File: src/rtl/seg7_pkg.sv
// Shared seven-segment constants for the encoder and receiver sides.
// Patterns are 7 bits with segment a at the LSB, 1 = lit.
package seg7_pkg;

    localparam int FRAME_BITS = 8;
    localparam int SEG_W      = 7;

    localparam logic [SEG_W-1:0] SEG_0 = 7'h3F;
    localparam logic [SEG_W-1:0] SEG_1 = 7'h06;
    localparam logic [SEG_W-1:0] SEG_2 = 7'h5B;
    localparam logic [SEG_W-1:0] SEG_3 = 7'h4F;
    localparam logic [SEG_W-1:0] SEG_4 = 7'h66;
    localparam logic [SEG_W-1:0] SEG_5 = 7'h6D;
    localparam logic [SEG_W-1:0] SEG_6 = 7'h7D;
    localparam logic [SEG_W-1:0] SEG_7 = 7'h07;
    localparam logic [SEG_W-1:0] SEG_8 = 7'h7F;
    localparam logic [SEG_W-1:0] SEG_9 = 7'h6F;

    localparam logic [3:0] DIGIT_INVALID = 4'hF;

    typedef enum logic {
        ST_IDLE,
        ST_SHIFT
    } rx_state_e;

endpackage

File: src/rtl/seg7_pattern_decode.sv
// Inverse of the decimal seven-segment table: pattern -> {hit, digit}.
module seg7_pattern_decode
    import seg7_pkg::*;
(
    input  logic [SEG_W-1:0] pattern,
    output logic             hit,
    output logic [3:0]       digit
);

    always_comb begin
        // NOTE: every output gets a default first so no path leaves it unassigned (no latch).
        hit   = 1'b1;
        digit = DIGIT_INVALID;
        case (pattern)
            SEG_0:   digit = 4'd0;
            SEG_1:   digit = 4'd1;
            SEG_2:   digit = 4'd2;
            SEG_3:   digit = 4'd3;
            SEG_4:   digit = 4'd4;
            SEG_5:   digit = 4'd5;
            SEG_6:   digit = 4'd6;
            SEG_7:   digit = 4'd7;
            SEG_8:   digit = 4'd8;
            SEG_9:   digit = 4'd9;
            default: hit   = 1'b0;
        endcase
    end

endmodule

File: src/rtl/seg7_serial_rx.sv
// Serial 8-bit frame receiver: deserialises segments + carry, decodes the digit,
// and drops partial frames after TIMEOUT_CYCLES strobe-free cycles.
module seg7_serial_rx
    import seg7_pkg::*;
#(
    parameter int TIMEOUT_CYCLES = 15,
    parameter bit SEG_ACTIVE_LOW = 1'b0
) (
    input  logic       clk,
    input  logic       rst_n,
    input  logic       ser_in,
    input  logic       ser_en,
    output logic [3:0] digit,
    output logic       carry,
    output logic       valid,
    output logic       err,
    output logic       busy
);

    localparam int                CNT_W     = $clog2(FRAME_BITS);
    localparam logic [CNT_W-1:0]  LAST_BIT  = CNT_W'(FRAME_BITS - 1);
    localparam logic [7:0]        IDLE_LAST = 8'(TIMEOUT_CYCLES - 1);

    logic [CNT_W-1:0] bit_cnt_q, bit_cnt_d;
    logic [7:0]       idle_cnt_q, idle_cnt_d;
    logic [SEG_W-1:0] shift_q, shift_d;
    logic [3:0]       digit_q, digit_d;
    logic             carry_q, carry_d;
    logic             valid_q, valid_d;
    logic             err_q, err_d;

    rx_state_e        state;
    logic [SEG_W-1:0] seg_pattern;
    logic             dec_hit;
    logic [3:0]       dec_digit;

    // By the last bit's edge all seven segment bits already sit in the shift register.
    assign seg_pattern = shift_q ^ {SEG_W{SEG_ACTIVE_LOW}};

    seg7_pattern_decode u_decode (
        .pattern (seg_pattern),
        .hit     (dec_hit),
        .digit   (dec_digit)
    );

    always_comb begin
        state      = (bit_cnt_q == '0) ? ST_IDLE : ST_SHIFT;
        bit_cnt_d  = bit_cnt_q;
        idle_cnt_d = idle_cnt_q;
        shift_d    = shift_q;
        digit_d    = digit_q;
        carry_d    = carry_q;
        err_d      = err_q;
        valid_d    = 1'b0;

        if (ser_en) begin
            idle_cnt_d = '0;
            if (bit_cnt_q == LAST_BIT) begin
                digit_d   = dec_digit;
                err_d     = ~dec_hit;
                carry_d   = ser_in;
                valid_d   = 1'b1;
                bit_cnt_d = '0;
                shift_d   = '0;
            end else begin
                shift_d[bit_cnt_q] = ser_in;
                bit_cnt_d          = bit_cnt_q + 1'b1;
            end
        end else if (state == ST_SHIFT) begin
            // Reaching the limit on this edge drops the partial frame; outputs untouched.
            if (idle_cnt_q >= IDLE_LAST) begin
                bit_cnt_d  = '0;
                idle_cnt_d = '0;
                shift_d    = '0;
            end else begin
                idle_cnt_d = idle_cnt_q + 8'd1;
            end
        end else begin
            idle_cnt_d = '0;
        end
    end

    // NOTE: sequential state uses non-blocking assignments so all flops update together.
    always_ff @(posedge clk or negedge rst_n) begin
        if (!rst_n) begin
            bit_cnt_q  <= '0;
            idle_cnt_q <= '0;
            shift_q    <= '0;
            digit_q    <= '0;
            carry_q    <= 1'b0;
            valid_q    <= 1'b0;
            err_q      <= 1'b0;
        end else begin
            bit_cnt_q  <= bit_cnt_d;
            idle_cnt_q <= idle_cnt_d;
            shift_q    <= shift_d;
            digit_q    <= digit_d;
            carry_q    <= carry_d;
            valid_q    <= valid_d;
            err_q      <= err_d;
        end
    end

    assign digit = digit_q;
    assign carry = carry_q;
    assign valid = valid_q;
    assign err   = err_q;
    assign busy  = (bit_cnt_q != '0);

endmodule
File: config.mk
export PLATFORM = sky130hd
export DESIGN_NAME = seg7_serial_rx
export DESIGN_NICKNAME = d
export VERILOG_FILES = /design/src/rtl/seg7_pkg.sv /design/src/rtl/seg7_pattern_decode.sv /design/src/rtl/seg7_serial_rx.sv
export SDC_FILE = /design/constraint.sdc
export NUM_CORES = 1
export LEC_CHECK = 0
export CAP_MARGIN = 20
export CELL_PAD_IN_SITES_DETAIL_PLACEMENT = 1
export CELL_PAD_IN_SITES_GLOBAL_PLACEMENT = 2
export CORE_MARGIN = 1
export CORE_UTILIZATION = 35
export CTS_BUF_LIST = sky130_fd_sc_hd__clkbuf_2
export CTS_CLUSTER_DIAMETER = 120
export CTS_CLUSTER_SIZE = 24
export DETAILED_ROUTE_END_ITERATION = 8
export PLACE_DENSITY_LB_ADDON = 0.12
export SYNTH_ARGS = -nofsm -noshare
export SYNTH_HDL_FRONTEND = slang
export SYNTH_SLANG_ARGS = --single-unit
File: constraint.sdc
create_clock -name clk -period 1.95 [get_ports clk]
set_input_delay 0.39 -clock clk [delete_from_list [all_inputs] [get_ports clk]]
set_output_delay 0.39 -clock clk [all_outputs]
set_load 0.005 [all_outputs]
# Word-level counts from Yosys, hierarchy flattened

Cells that the tools add are included.

Bits in registers: 25
Input port bits: 4
Logic and storage cells: 50

Add/subtract/negate cells: 2
Order comparisons: 3
Equal/unequal tests: 12
Muxes and demuxes: 18
Bitwise operators: 1
Reduce and logical (&&, ||, !) cells: 7

Operators with widths:

| operator              | number |
|---|---|
| $eq A7 B7 Y1 const B  | 7 |
| $pmux W4 S10          | 1 |
| $mux W7               | 4 |
| $mux W8               | 3 |
| $eq A7 B3 Y1 const B  | 2 |
| $mux W3               | 4 |
| $reduce_or A10 Y1     | 1 |
| $add A8 B1 Y8 const B | 1 |
| $ge A8 B4 Y1 const B  | 1 |
| $bwmux W7             | 1 |
| $eq A7 B6 Y1 const B  | 1 |
| $lt A3 B4 Y1 const B  | 1 |
| $mux W1               | 4 |
| $reduce_and A2 Y1     | 2 |
| $add A3 B1 Y3 const B | 1 |
| $demux W1 S3          | 1 |
| $eq A3 B3 Y1 const B  | 1 |
| $ge A3 B1 Y1 const B  | 1 |
| $logic_not A3 Y1      | 1 |
| $reduce_bool A3 Y1    | 1 |
| $ne A2 B2 Y1 const B  | 1 |
| $reduce_bool A2 Y1    | 1 |
| $logic_and A1 B1 Y1   | 1 |
| $not A1 Y1            | 1 |

# Logic depth before layout (Yosys ltp)

Depth after elaboration: 7
Gate-level depth with buffers: 7
Gate-level depth less buffers: 7

# By module

Synthesis repeated with hierarchy kept, for this count alone.

Cells, all modules: 123
Area, all modules: 1371.3 um^2

By module, submodules not included:

| module              | times used | cells an instance | area each (um^2) | sequential area each (um^2) |
|---|---|---|---|---|
| seg7_serial_rx      | 1          | 95                | 1183.6           | 625.6 |
| seg7_pattern_decode | 1          | 28                | 187.7            | 0.0 |

# Least setup slack after synthesis

No wires, ideal clock.

Path kind: register to register
Start: register bit_cnt_q[0]
End: register shift_q[0], in the netlist seg_pattern[0]
Arrival: 1.429 ns
Data required time: 1.815 ns
Slack: 0.386 ns
Cell stages (with the launch flop): 8
Cells stage by stage: dfrtp_1 > clkbuf_1 > inv_1 > ha_1 > nand2b_1 > o32ai_4 > o21ai_1 > o31ai_1

Word-level cells in the longest chain between the ends: 7
Elaborated cells on any way between the ends: 12
Those cells by class: order compare: 2; eq/ne: 2; mux: 5; reduce/logical: 3

Ends and longest elaborated chain:

| element                                                            | RTL line             | source |
|---|---|---|
| start, declared                                                    | seg7_serial_rx.sv:24 | `logic [CNT_W-1:0] bit_cnt_q, bit_cnt_d;` |
| start signal, assigned                                             | seg7_serial_rx.sv:94 | `bit_cnt_q <= bit_cnt_d;` |
| $lt A3 B4 Y1 (implied by the code) or $ge A3 B1 Y1 (tied branches) | seg7_serial_rx.sv:66 | `shift_d[bit_cnt_q] = ser_in;` |
| $logic_and A1 B1 Y1 (implied by the code)                          | seg7_serial_rx.sv:66 |  |
| $mux W1 (implied by the code)                                      | seg7_serial_rx.sv:66 |  |
| $demux W1 S3                                                       | seg7_serial_rx.sv:66 |  |
| $bwmux W7                                                          | seg7_serial_rx.sv:66 |  |
| $mux W7                                                            | seg7_serial_rx.sv:58 | `if (bit_cnt_q == LAST_BIT) begin` |
| $mux W7                                                            | seg7_serial_rx.sv:56 | `if (ser_en) begin` |
| end signal, assigned                                               | seg7_serial_rx.sv:96 | `shift_q <= shift_d;` |
| end, declared                                                      | seg7_serial_rx.sv:26 | `logic [SEG_W-1:0] shift_q, shift_d;` |

Several ways; a longest one is shown, not always the timed one.
A chain may end at the register's enable or synchronous reset.

# Worst setup path after layout

Start: register bit_cnt_q[1]
End: output port busy

Word-level cells in the longest chain between the ends: 1

Ends and longest elaborated chain:

| element            | RTL line              | source |
|---|---|---|
| $reduce_bool A3 Y1 | seg7_serial_rx.sv:108 | `assign busy = (bit_cnt_q != '0);` |
| end, declared      | seg7_serial_rx.sv:17  | `output logic busy` |

No other way between the ends.

==> run metrics <==
run status=completed; Leak=0.6312 nW; Syn-to-layout area delta=19.12%; most common cell after layout, fill and taps aside=dfrtp_1; WS Path Type=reg2out; critical path cell sequence=inv_2, ha_1, nand2b_1, dlygate4sd2_1; Largest delay share family, worst path=flip-flops; Routed WL per cell=15.71 µm; Cell Int Power=0.9791 mW; drt pass-1 iters=4; Rows=21; final slew viol count=0; Synth cell types=37; crit path DAT=1.42 ns; Max VDD drop=0.3823 mV; register bit count reported by yosys=25; Detail Route Antenna Nets=0; fmax=552.5 MHz; worst skew pair latency=0.36 ns; Syn Area/Cell=10.56 µm²; pwr dens=1029 nW/µm²; largest net degree at the start of global routing=26; CTS Buf Count=3; cell taking the most area after synthesis=dfrtp_1; Post-Layout Cell Count=186; Clk pwr share=0.138; Top FF cell, synth=dfrtp_1; top cells by area, synth=dfrtp_1 50%, ha_1 5.0%, o21ai_1 4.8%, a31oi_1 2.5%, o21ai_0 2.4%; Synth Cell Area=1256 µm²; first-pass GRT wire length=4933 µm; cells after synthesis=119; yosys warns=0; vias in the first global route=1042; worst min path class=in2async; sequential share of the synthesized area=0.4980; Logic pwr share=0.372; worst path required time=1.56 ns; worst slack, placed=-0.08162 ns; via count=977; Startpoint Class=flip-flop; endpoints failing hold=0; crit-path max cell delay=0.47 ns; count of flip-flops with a built-in enable after synthesis=0; setup violators final=0; Longest Clk Path Bufs=2; crit path max-delay cell type=dfrtp_2; initial antenna violation count=0; CTS clk-pin slew, worst paths=0.25 ns; diode count=0; Reg power frac=0.490; CTS sink cnt=25; async set or reset register ratio after synthesis=1.000; final instance area=1496 µm²; Port Buffers=11; total net switching power=0.5611 mW; total gr overflow=0; core area=3390 µm²; Die H=61.91 µm; Worst Setup End Kind=output pin; sw frac=0.3643; Via-to-Cell Ratio=5.253; placed cell count=180; minimum clock period after layout=1.810 ns; fin crit share=0.9282; Die Width=61.91 µm; CTS Root Cell=clkbuf_2; most frequent cells in the layout=23 x dfrtp_1, 12 x o21ai_1, 10 x clkdlybuf4s50_1; Placement Cell Area=1458 µm²; CTS tree=yes; 1st-iter DRT viols=22; Yosys top cell area share=0.4980; die area=3833 µm²; drt drc=0; RSZ-0062 raised after global routing=false; GRT Resource Usage Total=0.1798; Top-Level Pins=12; final setup margin=0.1401 ns; # fillers=383; Critical path buffers and inverters=2; DP HPWL=2229 µm; MaxCap Viol Count=0; nets=150; starting density of the core=0.3706; CP max FO=6; Clock Skews=0.005429 ns; CTS H-tree depth=1; Total Wirelength=2922 µm; layout cells sized above 1=0.1714; Final GP Congestion=0.7364
==> sequential cells by signal (all words and copies together) (netlist names) <==
name and count:
bit_cnt_q 3, carry 1, digit 4, err 1, idle_cnt_q 8, seg_pattern 7
valid 1
==> cell type report <==
cell class	instances	area, µm²	area share
clock inverters	1	7.507	0.005017
well taps	46	57.56	0.03846
inverters	5	18.77	0.01254
multi-input cells	88	608.1	0.4064
clock buffers	3	15.01	0.01003
repair buffers	18	161.4	0.1079
flip-flops and latches	25	628.1	0.4197
==> synthesized netlist by cell type (2+ instances only) <==
cell      count
dfrtp_1      25
o21ai_1      12
nand2_1       8
nor2_1        7
o21ai_0       6
a31oi_1       5
ha_1          5
inv_1         5
nand3_1       5
o31ai_1       4
a21oi_1       3
nand2b_1      3
a22o_1        2
clkbuf_1      2
nand3b_1      2
nand4_1       2
xnor2_1       2
xor2_1        2
==> logic make-up (layout without fill, tap and decap cells) <==
family | count (synthesis) | count (layout) | share of synthesized area
adders and majority gates | 5 | 5 | 0.04980
AOI/OAI and AO/OA | 40 | 40 | 0.2281
muxes | 1 | 1 | 0.008964
DFF | 25 | 25 | 0.4980
other | 1 | 3 | 0.002985
buffers and inverters | 8 | 27 | 0.02391
and+or+nand+nor | 35 | 35 | 0.1604
xor gates and xnor gates | 4 | 4 | 0.02789
==> worst reg2reg max path: stages (launching register included) <==
cell and delay [ns]:
dfrtp_2 0.47, buf_4 0.16, ha_1 0.18, ha_1 0.20, nand2b_1 0.27, a31oi_1 0.21, o21ai_1 0.08, o21ai_0 0.10
==> per-layer routing <==
| metal | GRT usage | wire length, µm | vias to the layer above |
|---|---|---|---|
| met5 | 0 | 0 | - |
| met4 | 0.06984 | 40 | 0 |
| met3 | 0.01863 | 66 | 5 |
| met2 | 0.3241 | 1484 | 14 |
| met1 | 0.2202 | 1330 | 474 |
| li1 | - | - | 484 |
==> final timing paths <==
| path | startpoint | end | slack, ns | cells past startpoint |
|---|---|---|---|---|
| max in group asynchronous | rst_n | bit_cnt_q[1] | 1.35 | 2 |
| setup / recovery | bit_cnt_q[1] | busy | 0.14 | 4 |
| hold / removal | rst_n | digit[3] | 0.35 | 2 |
| hold reg to reg | digit[1] | digit[1] | 0.52 | 2 |
| setup reg to reg | bit_cnt_q[1] | seg_pattern[1] | 0.21 | 7 |
| min in group clk | digit[1] | digit[1] | 0.52 | 2 |
==> power groups by stage <==
stage | combinational (mW) | sequential, mW | clock (mW)
6_report | 0.573 | 0.755 | 0.212
5_1_grt | 0.647 | 0.777 | 0.244
4_1_cts | 0.586 | 0.755 | 0.224
3_5_place_dp | 0.548 | 0.776 | 0
3_3_place_gp | 0.535 | 0.772 | 0
2_1_floorplan | 0.309 | 0.728 | 0
==> repair_timing <==
item | in CTS | in global routing
gates resized for setup | 5 | 0
hold buffers | 0 | 0
setup endpoints to repair | 1 | 0
buffers inserted | 2 | 0
==> through the flow <==
step | power (mW) | TNS (ns) | utilization | hold WS, ns
2_1_floorplan | 1.038 | 0 | - | 0.09441
3_5_place_dp | 1.324 | -0.3302 | 0.4300 | 0.4818
5_1_grt | 1.668 | 0 | 0.4415 | 0.3360
4_1_cts | 1.566 | 0 | 0.4415 | 0.3488
3_3_place_gp | 1.307 | -0.02607 | 0.4300 | 0.4691
6_report | 1.540 | 0 | 0.4415 | 0.3492
Note: power is estimated with default switching activity, not from simulation.
